===== src/rtl/duty_ctrl_pkg.sv =====
// duty_ctrl_pkg: shared types and constants for the duty ramp controller
// Provides the ramp FSM state enum, the duty byte width and ceiling,
// and the default parameter values used by the controller and debouncer.
package duty_ctrl_pkg;
  typedef enum logic {IDLE, RAMP} state_t;
  localparam int DUTY_W = 8;
  localparam logic [DUTY_W-1:0] DUTY_MAX = 8'hFF;
  localparam int DEF_DEB_CYCLES = 1024;
  localparam int DEF_STEP = 16;
  localparam int DEF_RAMP_DIV = 256;
endpackage


===== src/rtl/duty_ramp_ctrl_if.sv =====
// duty_ramp_ctrl_if: button, load and duty status bundle of the duty ramp controller
// Ports (via modports):
//   btn_up, btn_dn   raw asynchronous push-buttons, active-high
//   load_en/load_val one-cycle target load strobe and value
//   duty, target     live duty byte and target byte
//   busy             ramp in progress
//   at_min, at_max   target at 0 / at 255
interface duty_ramp_ctrl_if;
  import duty_ctrl_pkg::*;
  logic btn_up;
  logic btn_dn;
  logic load_en;
  logic [DUTY_W-1:0] load_val;
  logic [DUTY_W-1:0] duty;
  logic [DUTY_W-1:0] target;
  logic busy;
  logic at_min;
  logic at_max;
  modport master (
    output btn_up, btn_dn, load_en, load_val,
    input duty, target, busy, at_min, at_max
  );
  modport slave (
    input btn_up, btn_dn, load_en, load_val,
    output duty, target, busy, at_min, at_max
  );
endinterface


===== src/rtl/btn_debounce.sv =====
// btn_debounce: synchronizes and debounces one raw button, emits a press pulse
// Ports: clk, rst_n (async active-high reset), btn_i raw button,
//        press_o one-cycle pulse on an accepted 0->1 transition.
module btn_debounce
  import duty_ctrl_pkg::*;
#(
  parameter int DEB_CYCLES = DEF_DEB_CYCLES
) (
  input  logic clk,
  input  logic rst_n,
  input  logic btn_i,
  output logic press_o
);
  localparam int CW = $clog2(DEB_CYCLES + 1);
  logic s1_q, s2_q, acc_q, acc_d, prev_q, press_q, arm_q, arm_d, flip;
  logic [1:0] fill_q;
  logic [CW-1:0] cnt_q, cnt_d;
  // arm_q stays low until a genuine released sample is seen after reset, so a
  // button held through reset cannot produce a press until it is re-pressed
  always_comb begin
    flip = (s2_q != acc_q) && (cnt_q == CW'(DEB_CYCLES - 1));
    cnt_d = (s2_q == acc_q || flip) ? '0 : cnt_q + CW'(1);
    acc_d = acc_q ^ flip;
    arm_d = arm_q | (fill_q[1] & ~s2_q);
  end
  always_ff @(posedge clk or posedge rst_n) begin
    if (rst_n) begin
      s1_q <= 1'b0;
      s2_q <= 1'b0;
      fill_q <= '0;
      cnt_q <= '0;
      acc_q <= 1'b0;
      prev_q <= 1'b0;
      arm_q <= 1'b0;
      press_q <= 1'b0;
    end else begin
      s1_q <= btn_i;
      s2_q <= s1_q;
      fill_q <= {fill_q[0], 1'b1};
      cnt_q <= cnt_d;
      acc_q <= acc_d;
      prev_q <= acc_q;
      arm_q <= arm_d;
      press_q <= arm_q & acc_q & ~prev_q;
    end
  end
  assign press_o = press_q;
endmodule


===== src/rtl/duty_ramp_ctrl.sv =====
// duty_ramp_ctrl: target register plus rate-limited one-LSB duty ramp for a PWM stage
// Ports: clk, rst_n (async active-high reset), bus (slave modport) carrying
//        buttons, load strobe/value, duty, target, busy, at_min, at_max.
module duty_ramp_ctrl
  import duty_ctrl_pkg::*;
#(
  parameter int DEB_CYCLES = DEF_DEB_CYCLES,
  parameter int STEP = DEF_STEP,
  parameter int RAMP_DIV = DEF_RAMP_DIV
) (
  input logic clk,
  input logic rst_n,
  duty_ramp_ctrl_if.slave bus
);
  localparam logic [15:0] PTERM = 16'(RAMP_DIV - 1);
  localparam logic [8:0] STEP9 = 9'(STEP);
  logic up_press, dn_press, at_min_q, at_max_q;
  state_t state_q, state_d;
  logic [DUTY_W-1:0] duty_q, duty_d, target_q, target_d;
  logic [15:0] presc_q, presc_d;
  logic [8:0] up_sum, dn_dif;
  btn_debounce #(.DEB_CYCLES(DEB_CYCLES)) u_up (
    .clk(clk), .rst_n(rst_n), .btn_i(bus.btn_up), .press_o(up_press)
  );
  btn_debounce #(.DEB_CYCLES(DEB_CYCLES)) u_dn (
    .clk(clk), .rst_n(rst_n), .btn_i(bus.btn_dn), .press_o(dn_press)
  );
  // dn_dif[8] acts as the sign bit: target - STEP spans -255..254
  always_comb begin
    up_sum = {1'b0, target_q} + STEP9;
    dn_dif = {1'b0, target_q} - STEP9;
    target_d = bus.load_en ? bus.load_val
             : (up_press & dn_press) ? target_q
             : up_press ? (up_sum[8] ? DUTY_MAX : up_sum[7:0])
             : dn_press ? (dn_dif[8] ? '0 : dn_dif[7:0])
             : target_q;
    state_d = state_q;
    duty_d = duty_q;
    presc_d = presc_q;
    if (state_q == IDLE) begin
      if (duty_q != target_q) begin
        state_d = RAMP;
        presc_d = '0;
      end
    end else if (duty_q == target_q) begin
      state_d = IDLE;
    end else if (presc_q == PTERM) begin
      duty_d = (duty_q < target_q) ? duty_q + 8'd1 : duty_q - 8'd1;
      presc_d = '0;
      state_d = (duty_d == target_q) ? IDLE : RAMP;
    end else begin
      presc_d = presc_q + 16'd1;
    end
  end
  always_ff @(posedge clk or posedge rst_n) begin
    if (rst_n) begin
      state_q <= IDLE;
      duty_q <= '0;
      target_q <= '0;
      presc_q <= '0;
      at_min_q <= 1'b1;
      at_max_q <= 1'b0;
    end else begin
      state_q <= state_d;
      duty_q <= duty_d;
      target_q <= target_d;
      presc_q <= presc_d;
      at_min_q <= (target_d == '0);
      at_max_q <= (target_d == DUTY_MAX);
    end
  end
  assign bus.duty = duty_q;
  assign bus.target = target_q;
  assign bus.busy = (state_q == RAMP);
  assign bus.at_min = at_min_q;
  assign bus.at_max = at_max_q;
endmodule

===== src/flat_wrapper.sv =====
// flat-port wrapper written by rule: the top's interface ports become plain ports
module duty_ramp_ctrl_flat import duty_ctrl_pkg::*;
#(
  parameter int DEB_CYCLES = DEF_DEB_CYCLES,
  parameter int STEP = DEF_STEP,
  parameter int RAMP_DIV = DEF_RAMP_DIV
)
  (clk, rst_n, bus_btn_up, bus_btn_dn, bus_load_en, bus_load_val, bus_duty, bus_target, bus_busy, bus_at_min, bus_at_max);
  duty_ramp_ctrl_if bus_i ();
  input logic clk;
  input logic rst_n;
  input wire logic [$bits(bus_i.btn_up)-1:0] bus_btn_up;
  input wire logic [$bits(bus_i.btn_dn)-1:0] bus_btn_dn;
  input wire logic [$bits(bus_i.load_en)-1:0] bus_load_en;
  input wire logic [$bits(bus_i.load_val)-1:0] bus_load_val;
  output wire logic [$bits(bus_i.duty)-1:0] bus_duty;
  output wire logic [$bits(bus_i.target)-1:0] bus_target;
  output wire logic [$bits(bus_i.busy)-1:0] bus_busy;
  output wire logic [$bits(bus_i.at_min)-1:0] bus_at_min;
  output wire logic [$bits(bus_i.at_max)-1:0] bus_at_max;
  assign bus_i.btn_up = bus_btn_up;
  assign bus_i.btn_dn = bus_btn_dn;
  assign bus_i.load_en = bus_load_en;
  assign bus_i.load_val = bus_load_val;
  assign bus_duty = bus_i.duty;
  assign bus_target = bus_i.target;
  assign bus_busy = bus_i.busy;
  assign bus_at_min = bus_i.at_min;
  assign bus_at_max = bus_i.at_max;
  duty_ramp_ctrl #(.DEB_CYCLES(DEB_CYCLES), .STEP(STEP), .RAMP_DIV(RAMP_DIV)) u_core (.clk(clk), .rst_n(rst_n), .bus(bus_i));
endmodule

===== config.mk =====
export PLATFORM = sky130hd
export DESIGN_NAME = duty_ramp_ctrl_flat
export DESIGN_NICKNAME = d
export VERILOG_FILES = /design/src/rtl/duty_ctrl_pkg.sv /design/src/rtl/duty_ramp_ctrl_if.sv /design/src/rtl/btn_debounce.sv /design/src/rtl/duty_ramp_ctrl.sv /design/src/flat_wrapper.sv
export SDC_FILE = /design/constraint.sdc
export NUM_CORES = 1
export LEC_CHECK = 0
export ABC_AREA = 0
export CORE_ASPECT_RATIO = 1.2
export CORE_MARGIN = 2
export CORE_UTILIZATION = 55
export CTS_BUF_LIST = sky130_fd_sc_hd__clkbuf_8
export DETAILED_ROUTE_END_ITERATION = 12
export PLACE_DENSITY_LB_ADDON = 0.3
export SLEW_MARGIN = 20
export SYNTH_ARGS = -nofsm -noshare
export SYNTH_HDL_FRONTEND = slang
export SYNTH_SLANG_ARGS = --single-unit

===== constraint.sdc =====
create_clock -name clk -period 3.7 [get_ports clk]
set_input_delay 0.74 -clock clk [delete_from_list [all_inputs] [get_ports clk]]
set_output_delay 0.74 -clock clk [all_outputs]
set_load 0.1 [all_outputs]

==> results of run 1 <==
[per-stage QoR]
| step | instance area, sq um | utilization, % |
|---|---|---|
| after detailed placement | 4320 | 63.4 |
| after global routing | 4510 | 66.2 |
| final | 4510 | 66.2 |
| after global placement | 4320 | 63.4 |
| after CTS | 4510 | 66.2 |
| after floorplan | 3870 | - |
[cells in the final DEF (no fill, tap or decap), types with 5 or more instances in the layout]
master           netlist  final
dfrtp_1               70     63
nor2_1                45     45
clkdlybuf4s50_1        0     31
xor2_1                27     27
nand2_1               24     24
inv_1                 20     21
o21ai_0               20     20
ha_1                  19     19
xnor2_1               16     16
nand3_1               14     14
and3_1                13     13
a21oi_1               13     13
nand4_1               10     10
clkbuf_8               0      9
buf_4                  1      9
dfrtp_2                0      7
nor4_1                 6      6
nor2b_1                6      6
o31ai_1                5      5
[registers in the layout (all words and copies together) (netlist names), 8 cells and up, named ones only]
name / flops
u_core.bus.duty: 8
u_core.bus.target: 8
u_core.presc_q: 16
u_core.u_dn.cnt_q: 11
u_core.u_up.cnt_q: 11
[cells in the mapped netlist (all sizes together), types with 5 or more instances]
library cell  number
xor2              27
nor4               7
nor2              45
ha                19
o31ai              5
inv               20
nor2b              6
clkbuf             5
xnor2             17
dfrtp             70
o21ai             21
and3              13
nand3             14
nand2             25
nand4             10
a21oi             14
[per-layer routing]
layer	up-vias	global-route usage, %	share of wire [%]
met4	0	12.4	3.5
met1	1414	26.4	43
met5	-	0	0
li1	1444	-	-
met2	71	36.7	50
met3	22	5.25	3.5
[cell families (layout without fill, tap and decap cells)]
| kind of cell | count (synthesis) | after routing | share of synthesized area (%) |
|---|---|---|---|
| simple gates | 146 | 146 | 19.6 |
| flops | 71 | 71 | 46.0 |
| compound gates | 67 | 67 | 11.6 |
| xor+xnor | 45 | 45 | 10.8 |
| buf+inv | 29 | 76 | 3.01 |
| fa+ha+maj | 20 | 20 | 6.67 |
| mux | 8 | 8 | 2.20 |
| other cells | 1 | 1 | 0.0971 |
[path summary, 6_finish.rpt]
kind	slack (ns)	from	endpoint	cells after the start
min in group asynchronous	0.67	rst_n	u_core.u_up.cnt_q[1]	2
max in group asynchronous	2.31	rst_n	u_core.bus.target[4]	3
min reg2reg	0.35	u_core.u_up.s1_q	u_core.u_up.s2_q	0
max	0.33	u_core.bus.duty[6]	u_core.bus.busy	12
max reg2reg	0.33	u_core.bus.duty[6]	u_core.bus.busy	12
min	0.35	u_core.u_up.s1_q	u_core.u_up.s2_q	0
[power by group through the flow]
stage	combinational, mW	clock (mW)	sequential [mW]
2_1_floorplan	0.145	0	0.945
3_3_place_gp	0.284	0	0.889
3_5_place_dp	0.290	0	0.893
4_1_cts	0.292	0.611	0.878
5_1_grt	0.321	0.649	0.883
6_report	0.289	0.602	0.878
[final cells by class]
| cell class | count | area [sq um] |
|---|---|---|
| fill | 541 | 2310 |
| multi-input combinational | 287 | 1970 |
| sequential | 71 | 1790 |
| timing repair buffer | 40 | 378 |
| clock buffer | 9 | 124 |
| tap | 87 | 109 |
| inverter | 20 | 75.1 |
| clock inverter | 7 | 66.3 |
==> impl.org, run 1 <==
** Critical path
- STA puts the critical path data required time at 3.91 ns.
- Endpoint class of the critical path :: flip-flop
- STA puts the critical path data arrival time at 3.58 ns.
- In this design, the critical path's most frequently occurring cell is a21oi_1.
- Slowest CP cell :: fa_1
- Crit-path cells :: ha_1 -> a21oi_1 -> nand2_1 -> a21oi_1 -> nand2_1 -> fa_1 -> xor2_1 -> a2111oi_2 -> o211ai_1 -> a41o_1 -> nor4_2 -> a21oi_1
- Critical path peak fanout :: 8
- Max incr delay on CP :: 0.55 ns
- STA classifies the critical path startpoint as a flip-flop.
- Together, buffers and inverters on the worst path number 0.
- Cell family with most CP delay :: compound AO/OA/AOI/OAI gates
- Type of the worst setup path :: reg -> reg

** STA
- Peak clock frequency supported by timing :: 297 MHz
- Slew at the pin closest to its max-slew limit :: 1.01 ns
- Once routing completed, OpenROAD measured the worst setup slack at 0.328 ns.
- Final Max Slew Viols :: 0
- Setup TNS :: 0 ns
- Setup repair after global routing missed its margin :: false
- Clock period minus worst slack :: 3.37 ns
- Final Hold Viols :: 0
- Share of the clock period used by the worst path after layout :: 91.1%
- The clock arrives with 0.0157 ns of skew.
- Setup violations remaining at the end of the flow were counted as 0.
- The worst pin sits at a relative slew slack of 32.6%.
- Hold slack :: 0.349 ns

** Global routing
- The number of antenna violations at the first check in global routing was 0.
- The first global-routing pass estimated 12,900 um of wire.
- The number of global-route vias before repair was 2,812.
- Entering global routing, the biggest net connects 30 pins.
- For this run the aggregate overflow at the end of global routing stands at 0.
- Total routing resource utilization after global routing :: 22.1%

** Routing
- For this block, the via count after detailed routing is 2,951.
- DRT iter0 DRCs :: 92
- The count of nets left with antenna violations once routing finished came out at 0.
- The routed design has 7870 um of wire.
- Using the TritonRoute via totals, the vias-per-cell ratio works out to 5.66.
- After detailed routing, the number of remaining DRC violations is 0.
- After detailed routing, the average wire length per cell comes to 15.1 um.
- The first detailed-routing pass ran for 4 iterations.

** Logic synthesis
- Number of warning messages in the yosys log :: 0
- For this run, the leading register cell type out of synthesis is dfrtp_1.
- Count of different cell masters after synthesis :: 58
- Ranked by total cell area, the synthesized netlist is headed by dfrtp_1 (45%), ha_1 (6.2%), xor2_1 (6.1%).
- The synthesized design contains 71 register bits.
- Post-Syn Nets :: 420
- EDFF count, synth :: 0
- Asr flop ratio synth :: 100%
- Sequential cell area fraction in the yosys report :: 46.0%
- The mapped netlist covers 0.00386 sq mm.
- Synth Instances :: 387
- Cell accounting for the most synthesized area :: dfrtp_1
- In this run the biggest area consumer among cell types represents 45.4% of the synthesized area.
- Post-synthesis area per instance :: 9.98 sq um

** Power
- Net switching is 29.7% of the power.
- In this run the power spent charging and discharging nets is 0.526 mW.
- Areal power density over the cells :: 393 mW/mm^2
- Combinational logic burns 16.3% of the power.
- Power share of the clock group :: 34.0%
- Registers are responsible for 49.6% of the overall power.
- The analysis attributes to cell leakage a power of 2.09 nW.
- Power consumption :: 1.77 mW
- Total internal power :: 1.24 mW
- Worst IR drop on VDD :: 0.309 mV

** Final layout
- Fraction of layout cells with a size suffix above 1 :: 10.4%
- Leaving out filler cells and counting taps, the final layout contains 521.
- For this run, the post-layout net count is 462.
- Total inserted antenna cells :: 0
- Area added between synthesis and finish :: 16.7%

** Floorplan
- Effective utilization at floorplan :: 56.7%
- X dimension of the die :: 80.5 um
- After floorplanning, the core was sized to cover 0.00681 sq mm.
- Die Ht :: 95.8 um
- The floorplan step defined a die boundary enclosing 0.00771 sq mm.
- During I/O placement, the number of pins put on the boundary was 32.
- Row generation in the floorplan step produced 33 rows.

** CTS
- The number of gates resized after CTS was 0.
- Buffer cell driving the clock tree root :: clkbuf_8
- Clock tree from TritonCTS :: built
- Counting every sink on the clock net gives 71.
- After clock tree synthesis, the flow added hold-fix buffers numbering 0.
- Number of levels the H-tree was split into :: 3
- Buffers added to address setup during post-CTS repair amount to 0.
- After clock tree synthesis, the clock-pin slew on the worst setup and hold paths is 0.08 ns.
- Deepest clock path buffer count :: 2
- Clock network latency to the later pin of the worst-skew pair :: 0.35 ns
- The number of clock buffers added by TritonCTS is 9.

** Placement
- The congestion estimate from routability-driven global placement came to 0.832.
- The HPWL after detailed placement is 5830 um.
- The count of buffers added on input and output ports is 31.
- After detailed placement, the design holds a cell count of 505.
- Timing analysis after detailed placement gives a worst setup slack of 0.320 ns.

** Worst hold path
- In this run the worst hold path is classified as reg -> reg.

** Outcome
- The flow ran to the end, and the final reports show no timing, DRC or antenna violations.

** Run
- Number of max-capacitance violations reported :: 0
(Power assumes the default switching activity.)
==> inputs of run 2 (changes only) <==
--- a/config.mk
+++ b/config.mk
@@ -6,12 +6,14 @@
 export NUM_CORES = 1
 export LEC_CHECK = 0
 export ABC_AREA = 0
+export ABC_CLOCK_PERIOD_IN_PS = 3700
 export CORE_ASPECT_RATIO = 1.2
 export CORE_MARGIN = 2
 export CORE_UTILIZATION = 55
 export CTS_BUF_LIST = sky130_fd_sc_hd__clkbuf_8
 export DETAILED_ROUTE_END_ITERATION = 12
 export PLACE_DENSITY_LB_ADDON = 0.3
+export SETUP_SLACK_MARGIN = 0.5
 export SLEW_MARGIN = 20
 export SYNTH_ARGS = -nofsm -noshare
 export SYNTH_HDL_FRONTEND = slang
==> run 2 against run 1 <==
Net effect: die area is the same; sequential power grew 0.7%; critical path type unchanged; critical endpoint unchanged; core utilization grew 4.0 points; register-to-register slack gained 0.18 ns.
==> impl.org, run 2 (synthesized netlist as in run 1, its figures left out) <==
** Outcome
- Status: finished, final reports clean (unchanged).

** STA
- Share of the clock period used by the worst path after layout :: 86.3% (was 91.1%)
- The minimum clock period after layout was 3.19 ns (was 3.37 ns).
- The setup violation total in the final timing report came to 0 (unchanged).
- Final Hold Viols :: 0 (unchanged)
- The transition time at the pin with the least slew margin is 0.988 ns (was 1.01 ns).
- Setup repair after global routing missed its margin: true (was false).
- Setup TNS :: 0 ns (unchanged)
- The max-slew violation count is 0 (unchanged).
- The fmax came to 313 MHz (was 297 MHz).
- The relative slew slack came to 33.9% (was 32.6%).
- Clock Skew :: 0.0143 ns (was 0.0157 ns)

** Placement
- Final weighted congestion in routability-driven placement :: 0.835 (was 0.832)
- The post-detailed-placement half-perimeter wirelength was 5560 um (was 5830 um).
- Port buffer count :: 31 (unchanged)

** Global routing
- Wire length of the first global-routing pass :: 13,700 um (was 12,900 um)
- Busiest layer in global routing :: met2 (unchanged)
- The met3 usage in global routing is 3.85% (was 5.25%).
- The met2 capacity usage during global routing is 39.3% (was 36.7%).
- Global routing usage on met1 :: 28.5% (was 26.4%)
- Pin count of the biggest net entering global routing :: 39 (was 30)
- The sum of overflow across all layers after global routing is 0 (unchanged).
- Number of global-route vias before repair :: 2,953 (was 2,812)
- Total routing resource utilization after global routing :: 23.2% (was 22.1%)
- The number of antenna violations at the first check in global routing was 0 (unchanged).

** Final layout
- The fraction of layout cells with a size suffix above 1 came to 19.4% (was 10.4%).
- The register name with the most flops is u_core.presc_q (unchanged).
- Largest regs :: u_core.presc_q x16, u_core.u_dn.cnt_q x11, u_core.u_up.cnt_q x11 (unchanged)
- Most common cell after layout, fill and taps aside :: dfrtp_1 (unchanged)
- Most frequent cells in the layout: dfrtp_1 (55), nor2_1 (45), clkdlybuf4s50_1 (30), xor2_1 (26), nand2_1 (22) (was dfrtp_1 (63), nor2_1 (45), clkdlybuf4s50_1 (31), xor2_1 (27), nand2_1 (24)).
- Reg area :: 0.00180 sq mm (was 0.00179 sq mm)
- The synthesis-to-finish area growth was 23.7% (was 16.7%).
- The number of inserted diodes came to 0 (unchanged).
- The final-stage net count is 471 (was 462).
- The flip-flop count of the largest register after layout was 16 (unchanged).
- The area used by multi-input combinational logic was 0.00213 sq mm (was 0.00197 sq mm).
- # fillers :: 510 (was 541)

** CTS
- The post-CTS clock slew at the launch and capture registers of the worst setup and hold paths was 0.09 ns (was 0.08 ns).
- CTS buffer count :: 9 (unchanged)
- The cts-stage hold buffer count was 0 (unchanged).
- Clock network latency to the later pin of the worst-skew pair :: 0.35 ns (about the same)
- The cell chosen for the clock root is clkbuf_8 (unchanged).
- Deepest clock path buffer count :: 2 (unchanged)
- Number of clock sinks seen by CTS :: 71 (unchanged)
- The clock tree from TritonCTS is built (unchanged).
- Number of levels the H-tree was split into :: 3 (unchanged)

** Floorplan
- Core Footprint :: 0.00681 sq mm (unchanged)
- The chip width came to 80.5 um (unchanged).
- The die footprint was 0.00771 sq mm (unchanged).
- The floorplan row count was 33 (unchanged).
- The effective utilization at floorplan is 56.7% (unchanged).
- Total I/O pin count :: 32 (unchanged)
- Die Ht :: 95.8 um (unchanged)

** Worst hold path
- Type of the most critical hold path :: reg -> reg (unchanged)
- The count of cells along the worst hold path is 0 (unchanged).

** Routing
- Via/cell ratio :: 5.80 (was 5.66)
- First-pass iteration count of the detailed router :: 4 (unchanged)
- The routed via count came to 3,076 (was 2,951).
- The routed wire length came to 8460 um (was 7870 um).
- The first-iteration detailed-routing DRC count was 139 (was 92).
- The number of nets with antenna violations after detailed routing came to 0 (unchanged).
- The post-detailed-route DRC marker count was 0 (unchanged).
- The routed length per instance was 16.0 um (was 15.1 um).

** Power
- The switching power total came to 0.555 mW (was 0.526 mW).
- The part of the power in combinational logic was 16.1% (was 16.3%).
- Leakage component of the power :: 2.13 nW (was 2.09 nW)
- The worst ir drop on vdd was 0.311 mV (was 0.309 mV).
- Sequential share of power :: 48.0% (was 49.6%)
- Power consumption :: 1.84 mW (was 1.77 mW)
- Areal power density over the cells :: 385 mW/mm^2 (was 393 mW/mm^2)
- Switching Fraction :: 30.1% (was 29.7%)
- The clock network fraction of total power was 35.8% (was 34.0%).
- The cell-internal power was 1.29 mW (was 1.24 mW).

** Critical path
- The worst-path maximum fanout was 6 (was 8).
- Data arrival, critical path :: 3.40 ns (was 3.58 ns)
- The path type of the worst setup path is reg -> reg (unchanged).
- The end of the critical path is u_core.bus.busy (unchanged).
- The startpoint of the lowest-slack register-to-register path is u_core.bus.target[3] (was u_core.bus.duty[6]).
- The worst-case register-to-register setup slack came to 0.51 ns (was 0.33 ns).
- The worst reg2reg path endpoint was u_core.bus.busy (unchanged).
- CP Data Required Time :: 3.91 ns (about the same)
- Worst r2r path cells :: 13 (was 12)
- The critical path startpoint category is a flip-flop (unchanged).
- Startpoint of the worst setup timing path :: u_core.bus.target[3] (was u_core.bus.duty[6])
- The category of the worst setup path capture point is a flip-flop (unchanged).

** Run
- The count of max-cap constraint violations came to 0 (unchanged).
## run 2: critical path: stages, from the launching register on
cell and delay [ns]:
dfrtp_2 0.41, inv_1 0.07, ha_1 0.36, a21oi_2 0.20, a21o_1 0.21, nand2_4 0.10, buf_4 0.16, ha_4 0.22
a211o_1 0.31, nand2_2 0.12, nor2_1 0.05, or4_1 0.53, nor4_2 0.23, a21oi_1 0.10
## run 2: through the flow
stage / hold slack (ns) / instance area [sq um] / cells / utilization, % / setup WS, ns
floorplan: 0.331 / 3990 / 387 / - / 0.277
global placement: 0.332 / 4370 / 497 / 64.1 / 0.513
detailed placement: 0.335 / 4370 / 497 / 64.1 / 0.385
CTS: 0.359 / 4650 / 522 / 68.3 / 0.503
global route: 0.378 / 4780 / 530 / 70.1 / 0.395
finish: 0.363 / 4780 / 530 / 70.1 / 0.507
## run 2: layer usage
layer,vias to the layer above,share of wire (%)
li1,1465,-
met1,1497,43
met2,80,50
met3,34,3.4
met4,0,3.7
met5,-,0
## run 2: worst min-delay path by stage
stage	startpoint	endpoint	slack (ns)
after detailed placement	u_core.u_up.fill_q[0]	u_core.u_dn.fill_q[1]	0.33
after global placement	u_core.u_up.fill_q[0]	u_core.u_dn.fill_q[1]	0.33
final	u_core.u_dn.s1_q	u_core.u_dn.s2_q	0.36
after global routing	u_core.u_dn.s1_q	u_core.u_dn.s2_q	0.38
after CTS	u_core.u_up.fill_q[0]	u_core.u_dn.fill_q[1]	0.36
after floorplan	u_core.u_up.fill_q[0]	u_core.u_dn.fill_q[1]	0.33
## run 2: final cells by class
class	instances	area share [%]
Clock buffer	10	2.88
Sequential cell	71	37.6
Multi-Input combinational cell	287	44.5
Timing Repair Buffer	49	9.53
Inverter	20	1.62
Tap cell	87	2.28
Clock inverter	6	1.57
## run 2: power groups by stage
stage	registers, mW	logic (mW)	clock network (mW)
2_1_floorplan	0.946	0.151	0
3_3_place_gp	0.904	0.258	0
3_5_place_dp	0.906	0.263	0
4_1_cts	0.883	0.284	0.671
5_1_grt	0.892	0.323	0.704
6_report	0.884	0.297	0.660
## run 2: what timing repair did
item,in CTS,in global routing
pin swaps,5,10
setup endpoints to repair,1,2
buffers inserted,9,8
resized for setup,1,11
==> inputs of run 3 (changes only) <==
--- a/config.mk
+++ b/config.mk
@@ -8,8 +8,7 @@
 export ABC_AREA = 0
 export ABC_CLOCK_PERIOD_IN_PS = 3700
 export CORE_ASPECT_RATIO = 1.2
-export CORE_MARGIN = 2
-export CORE_UTILIZATION = 55
+export CORE_UTILIZATION = 50
 export CTS_BUF_LIST = sky130_fd_sc_hd__clkbuf_8
 export DETAILED_ROUTE_END_ITERATION = 12
 export PLACE_DENSITY_LB_ADDON = 0.3
==> run 3 against run 2 <==
Net effect: critical path depth grew 1; die area grew 4.8%; worst hold slack lost 0.011 ns; global-route usage shrank 1.3 points; final area shrank 1.5%; clock power shrank 10%; total power shrank 3.8%; cell count is the same; sequential power is essentially flat; core utilization shrank 6.2 points; critical path type unchanged; flip-flop and latch count is the same; first-iteration DRC count shrank 8.6%.
==> impl.org, run 3 (synthesized netlist as in run 1, its figures left out) <==
** Critical path
- The critical path startpoint category was a flip-flop (unchanged).
- Max incr delay on CP :: 0.49 ns (was 0.53 ns)
- The worst-path maximum fanout came to 7 (was 6).
- The path type of the worst setup path is reg -> reg (unchanged).
- Crit-path cells: inv_1 -> ha_1 -> nor2b_1 -> o211ai_1 -> a21o_1 -> nand2_4 -> buf_4 -> ha_4 -> a21oi_4 -> nand2_4 -> and3_1 -> or4_1 -> nor4_2 -> a21oi_1 (was inv_1 -> ha_1 -> a21oi_2 -> a21o_1 -> nand2_4 -> buf_4 -> ha_4 -> a211o_1 -> nand2_2 -> nor2_1 -> or4_1 -> nor4_2 -> a21oi_1).
- Endpoint class of the critical path :: flip-flop (unchanged)
- Buf/Inv on CP :: 2 (unchanged)
- The cell class contributing the biggest share of worst-path delay is simple AND/OR/NAND/NOR gates (unchanged).
- The slowest cell on the critical path was or4_1 (unchanged).
- Most Frequent Cell on Critical Path :: nand2_4
- The required arrival time at the worst endpoint came to 3.91 ns (about the same).
- Data arrival, critical path :: 3.42 ns (was 3.40 ns)

** Floorplan
- The placeable core area is 0.00736 sq mm (was 0.00681 sq mm).
- Total I/O pin count :: 32 (unchanged)
- Die Ht :: 98.3 um (was 95.8 um)
- The effective utilization at floorplan is 52.5% (was 56.7%).
- Number of core rows :: 34 (was 33)
- Die Outline Area :: 0.00808 sq mm (was 0.00771 sq mm)
- The chip width is 82.2 um (was 80.5 um).

** CTS
- The deepest clock path buffer count is 2 (unchanged).
- The clock tree from TritonCTS is built (unchanged).
- Clock network latency to the later pin of the worst-skew pair :: 0.34 ns (was 0.35 ns)
- The post-CTS clock slew at the launch and capture registers of the worst setup and hold paths came to 0.07 ns (was 0.09 ns).
- The number of H-tree branching levels came to 3 (unchanged).
- The cell chosen for the clock root is clkbuf_8 (unchanged).
- Number of clock sinks seen by CTS :: 71 (unchanged)
- The clock buffer count from CTS is 9 (unchanged).

** Placement
- Port buffer count :: 31 (unchanged)
- HPWL after detailed placement :: 5700 um (was 5560 um)
- Final weighted congestion in routability-driven placement :: 0.887 (was 0.835)

** STA
- The post-route clock skew came to 0.00848 ns (was 0.0143 ns).
- Total of endpoints with negative setup slack in the final report :: 0 (unchanged)
- Setup TNS :: 0 ns (unchanged)
- Final Max Slew Viols :: 0 (unchanged)
- The relative slew slack was 33.6% (was 33.9%).
- Slew at the pin closest to its max-slew limit :: 0.993 ns (was 0.988 ns)
- Final Hold Viols :: 0 (unchanged)
- Share of the clock period used by the worst path after layout :: 86.6% (was 86.3%)
- Clock period minus worst slack :: 3.20 ns (was 3.19 ns)
- Setup repair after global routing missed its margin: true (unchanged).
- Peak clock frequency supported by timing :: 312 MHz (was 313 MHz)

** Final layout
- Largest regs: u_core.presc_q x16, u_core.u_dn.cnt_q x11, u_core.u_up.cnt_q x11 (unchanged).
- Reg with most FFs :: u_core.presc_q (unchanged)
- Flip-flop count of the largest register, all copies and words added :: 16 (unchanged)
- The most common library cell in the layout ignoring fill and taps was dfrtp_1 (unchanged).
- Total inserted antenna cells :: 0 (unchanged)
- Fraction of layout cells with a size suffix above 1 :: 17.0% (was 19.4%)
- Area added between synthesis and finish :: 21.8% (was 23.7%)
- The final-stage net count is 469 (was 471).
- Most frequent cells in the layout: dfrtp_1 (55), nor2_1 (45), clkdlybuf4s50_1 (31), xor2_1 (27), nand2_1 (22) (was dfrtp_1 (55), nor2_1 (45), clkdlybuf4s50_1 (30), xor2_1 (26), nand2_1 (22)).
- The utilization of the core after routing came to 63.9% (was 70.1%).

** Worst hold path
- The type of the tightest min-delay check is reg -> reg (unchanged).

** Routing
- Post-route DRC violation count :: 0 (unchanged)
- First-pass iteration count of the detailed router :: 4 (unchanged)
- Antenna Nets Post-Route :: 0 (unchanged)
- Vias after detailed routing :: 3,010 (was 3,076)
- The first-iteration detailed-routing DRC count came to 127 (was 139).
- The routed wire length is 8090 um (was 8460 um).
- Detailed-route wire length per cell :: 15.3 um (was 16.0 um)
- The vias per cell was 5.68 (was 5.80).

** Power
- Worst IR drop on VDD :: 0.260 mV (was 0.311 mV)
- The clock network fraction of total power is 33.4% (was 35.8%).
- Net load switching power :: 0.523 mW (was 0.555 mW)
- Leakage component of the power :: 2.10 nW (was 2.13 nW)
- The part of the power in combinational logic is 16.7% (was 16.1%).
- The switching share of power is 29.5% (was 30.1%).
- The power density relative to cell area came to 377 mW/mm^2 (was 385 mW/mm^2).
- Sequential share of power :: 49.9% (was 48.0%)
- Total internal power :: 1.25 mW (was 1.29 mW)

** Global routing
- Global routing usage on met1 :: 26.1% (was 28.5%)
- Wire length of the first global-routing pass :: 13,200 um (was 13,700 um)
- The peak-usage layer in the global routing report is met2 (unchanged).
- Total routing resource utilization after global routing :: 21.9% (was 23.2%)
- The met3 usage in global routing is 4.49% (was 3.85%).
- Pin count of the biggest net entering global routing :: 39 (unchanged)
- The number of global-route vias before repair is 2,905 (was 2,953).
- GRT Residual Overflow :: 0 (unchanged)
- The met2 capacity usage during global routing came to 36.0% (was 39.3%).
- The number of antenna violations at the first check in global routing was 0 (unchanged).

** Outcome
- Status :: finished, final reports clean (unchanged)

** Run
- The count of max-cap constraint violations came to 0 (unchanged).
run 3: cell count changes in the layout (fill, tap and decap cells not counted), sizes merged:
cell	previous run	this run
clkbuf	10	9
inv	24	22
buf	19	16
clkinv	0	1
clkinvlp	1	2
clkdlybuf4s50	30	31
run 3: power by group through the flow:
stage	Combinational, mW	Clock, mW	Sequential (mW)
floorplan	0.151	0	0.946
global placement	0.265	0	0.901
detailed placement	0.273	0	0.904
CTS	0.286	0.607	0.883
global route	0.325	0.649	0.890
finish	0.295	0.592	0.885
run 3: area by class of cell:
class                      instances  area [sq um]
clock buffer                       9           124
clock inverter                     6          62.6
timing repair buffer              47           443
inverter                          20          77.6
fill                             605          2660
multi-input combinational        287          2090
tap                               90           113
sequential                        71          1800
run 3: stage by stage:
stage | instance area [sq um] | setup slack (ns) | std cells | total power, mW | hold slack, ns
floorplan | 3990 | 0.277 | 387 | 1.10 | 0.331
global placement | 4380 | 0.469 | 501 | 1.17 | 0.333
detailed placement | 4380 | 0.451 | 501 | 1.18 | 0.336
CTS | 4600 | 0.504 | 520 | 1.78 | 0.354
global route | 4700 | 0.377 | 530 | 1.86 | 0.364
finish | 4700 | 0.496 | 530 | 1.77 | 0.352
run 3: metal layers:
| metal | part of all wire [%] | up-vias |
|---|---|---|
| met2 | 51 | 61 |
| met5 | 0 | - |
| met1 | 43 | 1471 |
| met4 | 3.2 | 0 |
| li1 | - | 1456 |
| met3 | 3.2 | 22 |
run 3: what timing repair did:
action	4_1_cts	5_1_grt
hold buffers	0	0
endpoints found under the setup margin	1	1
pin swaps	4	6
gates resized for setup	0	6
gates cloned	0	0
buffers inserted	4	10
run 3: worst paths after layout:
check | start | endpoint | slack [ns] | depth (start not counted)
setup / recovery | u_core.bus.target[1] | u_core.bus.busy | 0.50 | 14
min in group asynchronous | rst_n | u_core.u_up.s1_q | 0.82 | 2
max in group asynchronous | rst_n | u_core.bus.duty[4] | 2.23 | 3
setup reg to reg | u_core.bus.target[1] | u_core.bus.busy | 0.50 | 14
hold / removal | u_core.u_up.fill_q[0] | u_core.u_dn.fill_q[1] | 0.35 | 0
hold reg to reg | u_core.u_up.fill_q[0] | u_core.u_dn.fill_q[1] | 0.35 | 0
run 3: worst reg2reg max path, cell delays in order, from the launching register on:
cell and delay (ns):
dfrtp_2 0.39, inv_1 0.05, ha_1 0.29, nor2b_1 0.13, o211ai_1 0.17, a21o_1 0.21
nand2_4 0.12, buf_4 0.18, ha_4 0.26, a21oi_4 0.17, nand2_4 0.11, and3_1 0.19
or4_1 0.49, nor4_2 0.22, a21oi_1 0.09
==> RTL edit: new RTL, settings of run 3 <==
Change the package constant `DEF_DEB_CYCLES` from 1024 to 4096.
--- a/src/rtl/duty_ctrl_pkg.sv
+++ b/src/rtl/duty_ctrl_pkg.sv
@@ -5,7 +5,7 @@
   typedef enum logic {IDLE, RAMP} state_t;
   localparam int DUTY_W = 8;
   localparam logic [DUTY_W-1:0] DUTY_MAX = 8'hFF;
-  localparam int DEF_DEB_CYCLES = 1024;
+  localparam int DEF_DEB_CYCLES = 4096;
   localparam int DEF_STEP = 16;
   localparam int DEF_RAMP_DIV = 256;
 endpackage
Check against the original RTL: same outputs for any inputs over 10 cycles, from zero or initial values and one cycle with rst_n high; that may be too few to reach the edited logic, so the function may still have changed.
==> RTL edit against run 3 <==
- clock power rose by 31%
- the flow now finishes with violations (DRC)
- sequential cell count rose by 4
- wire length rose by 7.2%
- design area rose by 5.2%
- worst setup slack got worse by 25 ps
- power rose by 12%
- hold slack improved by 1.6 ps
- synthesized area rose by 5.7%
==> RTL edit: results (changes against run 3) <==
Routing:
- The wire length on met1 is 3854 um (+12%).
- The routed wire length per instance is 15.62 um (+2.4%).
- The initial DRC count is 121 (-4.7%).
- The detailed route wirelength on metal3 was 296 um (+15%).
- The via-per-instance ratio came to 5.686 (+0.13%).
- The count of unresolved DRC violations after routing was 5 (+5).
- The total met2 wirelength after detailed routing came to 4393 um (+6.5%).

Run status:
- The final reports fail on DRC.
- The run finished, with violations left.

Critical path:
- In this run the critical register-to-register path is launched from u_core.bus.duty[0]$_DFFE_PP0P_.
- The number of cells on the worst reg-to-reg path came to 13 (-1).
- In this run the critical register-to-register path is captured at u_core.bus.duty[7]$_DFFE_PP0P_.
- The worst reg-to-reg setup slack came to 470 ps (-20 ps).

Synthesis:
- The sequential element share of the synthesized area came to 0.4601 (about the same).
- The area share of fa/ha/maj cells after synthesis is 0.06315 (-0.003580).
- The xor and xnor area share after synthesis came to 0.09350 (-0.01405).
- The post-synth net total came to 455 (+8.3%).
- The compound-gate portion of the synthesized area is 0.1248 (+0.008476).
- The multiplexer fraction of the synthesized cell area is 0.01318 (-0.008846).

Placement:
- The detailed placer's ending HPWL is 6016 um (+5.5%).
- The weighted congestion reported at the end of routability-driven placement was 0.9158 (+3.3%).
- The number of placed instances with taps included is 534 (+6.6%).

Worst hold path:
- The worst hold path terminates at u_core.u_dn.s2_q$_DFF_PP0_.
- The startpoint identified for the worst hold timing path is u_core.u_dn.s1_q$_DFF_PP0_.

GRT:
- The met3 routing resource usage after global routing was 0.05324 (+0.008375).
- The met1 usage is 0.2786 (+0.01771).
- The total global-route track usage is 0.2214 (+0.002565).
- The wire length of the first global-routing pass is 14630 um (+10%).
- The met2 layer usage reported by global route came to 0.3739 (+0.01344).
- The via count of the first global-routing pass is 3092 (+6.4%).

Pwr:
- The static leakage was 0.002190 uW (+4.5%).
- The peak supply drop is 0.0003365 V (+29%).

Layout:
- The fraction of layout cells with a size suffix above 1 came to 0.1641 (-0.006308).
- The count of fill cells added during filler insertion is 614 (+1.5%).
[RTL edit: where the power goes]
group / leakage (uW) / internal [uW] / switching (uW)
sequential: 0.000962 / 871 / 59.2
clock: 0.000120 / 454 / 321
combinational: 0.00111 / 106 / 181
[RTL edit: worst max-delay path by stage]
| stage | start | endpoint | slack, ps | cells past startpoint |
|---|---|---|---|---|
| floorplan | u_core.bus.target[1]$_DFF_PP0_ | u_core.bus.busy$_DFF_PP0_ | 200 | 13 |
| global placement | u_core.bus.target[1]$_DFF_PP0_ | u_core.bus.busy$_DFF_PP0_ | 370 | 13 |
| detailed placement | u_core.bus.target[6]$_DFF_PP0_ | u_core.bus.busy$_DFF_PP0_ | 260 | 12 |
| CTS | u_core.bus.duty[1]$_DFFE_PP0P_ | u_core.bus.busy$_DFF_PP0_ | 470 | 12 |
| global route | u_core.bus.duty[0]$_DFFE_PP0P_ | u_core.bus.duty[7]$_DFFE_PP0P_ | 290 | 13 |
| finish | u_core.bus.duty[0]$_DFFE_PP0P_ | u_core.bus.duty[7]$_DFFE_PP0P_ | 470 | 13 |
[RTL edit: final cells by class]
type	count	area, um2	area share
Inverter	19	71.32	0.01441
Clock buffer	9	123.9	0.02503
Sequential cell	75	1897	0.3832
Clock inverter	7	123.9	0.02503
Tap cell	92	115.1	0.02326
Multi-Input combinational cell	315	2243	0.4532
Timing Repair Buffer	38	375.4	0.07583
[RTL edit: what timing repair did]
action / in CTS / in global routing
setup endpoints to repair: 2 / 2
setup buffers: 5 / 0
resized for setup: 13 / 10
pin swaps: 4 / 1
cloned: 0 / 0
[RTL edit: critical path: cells and delay by family, from the launching register on]
kind	cells	cell delay, ps
xor+xnor	1	170
simple gates	3	930
buf+inv	1	100
compound gates	6	980
fa+ha+maj	2	510
flops	1	470
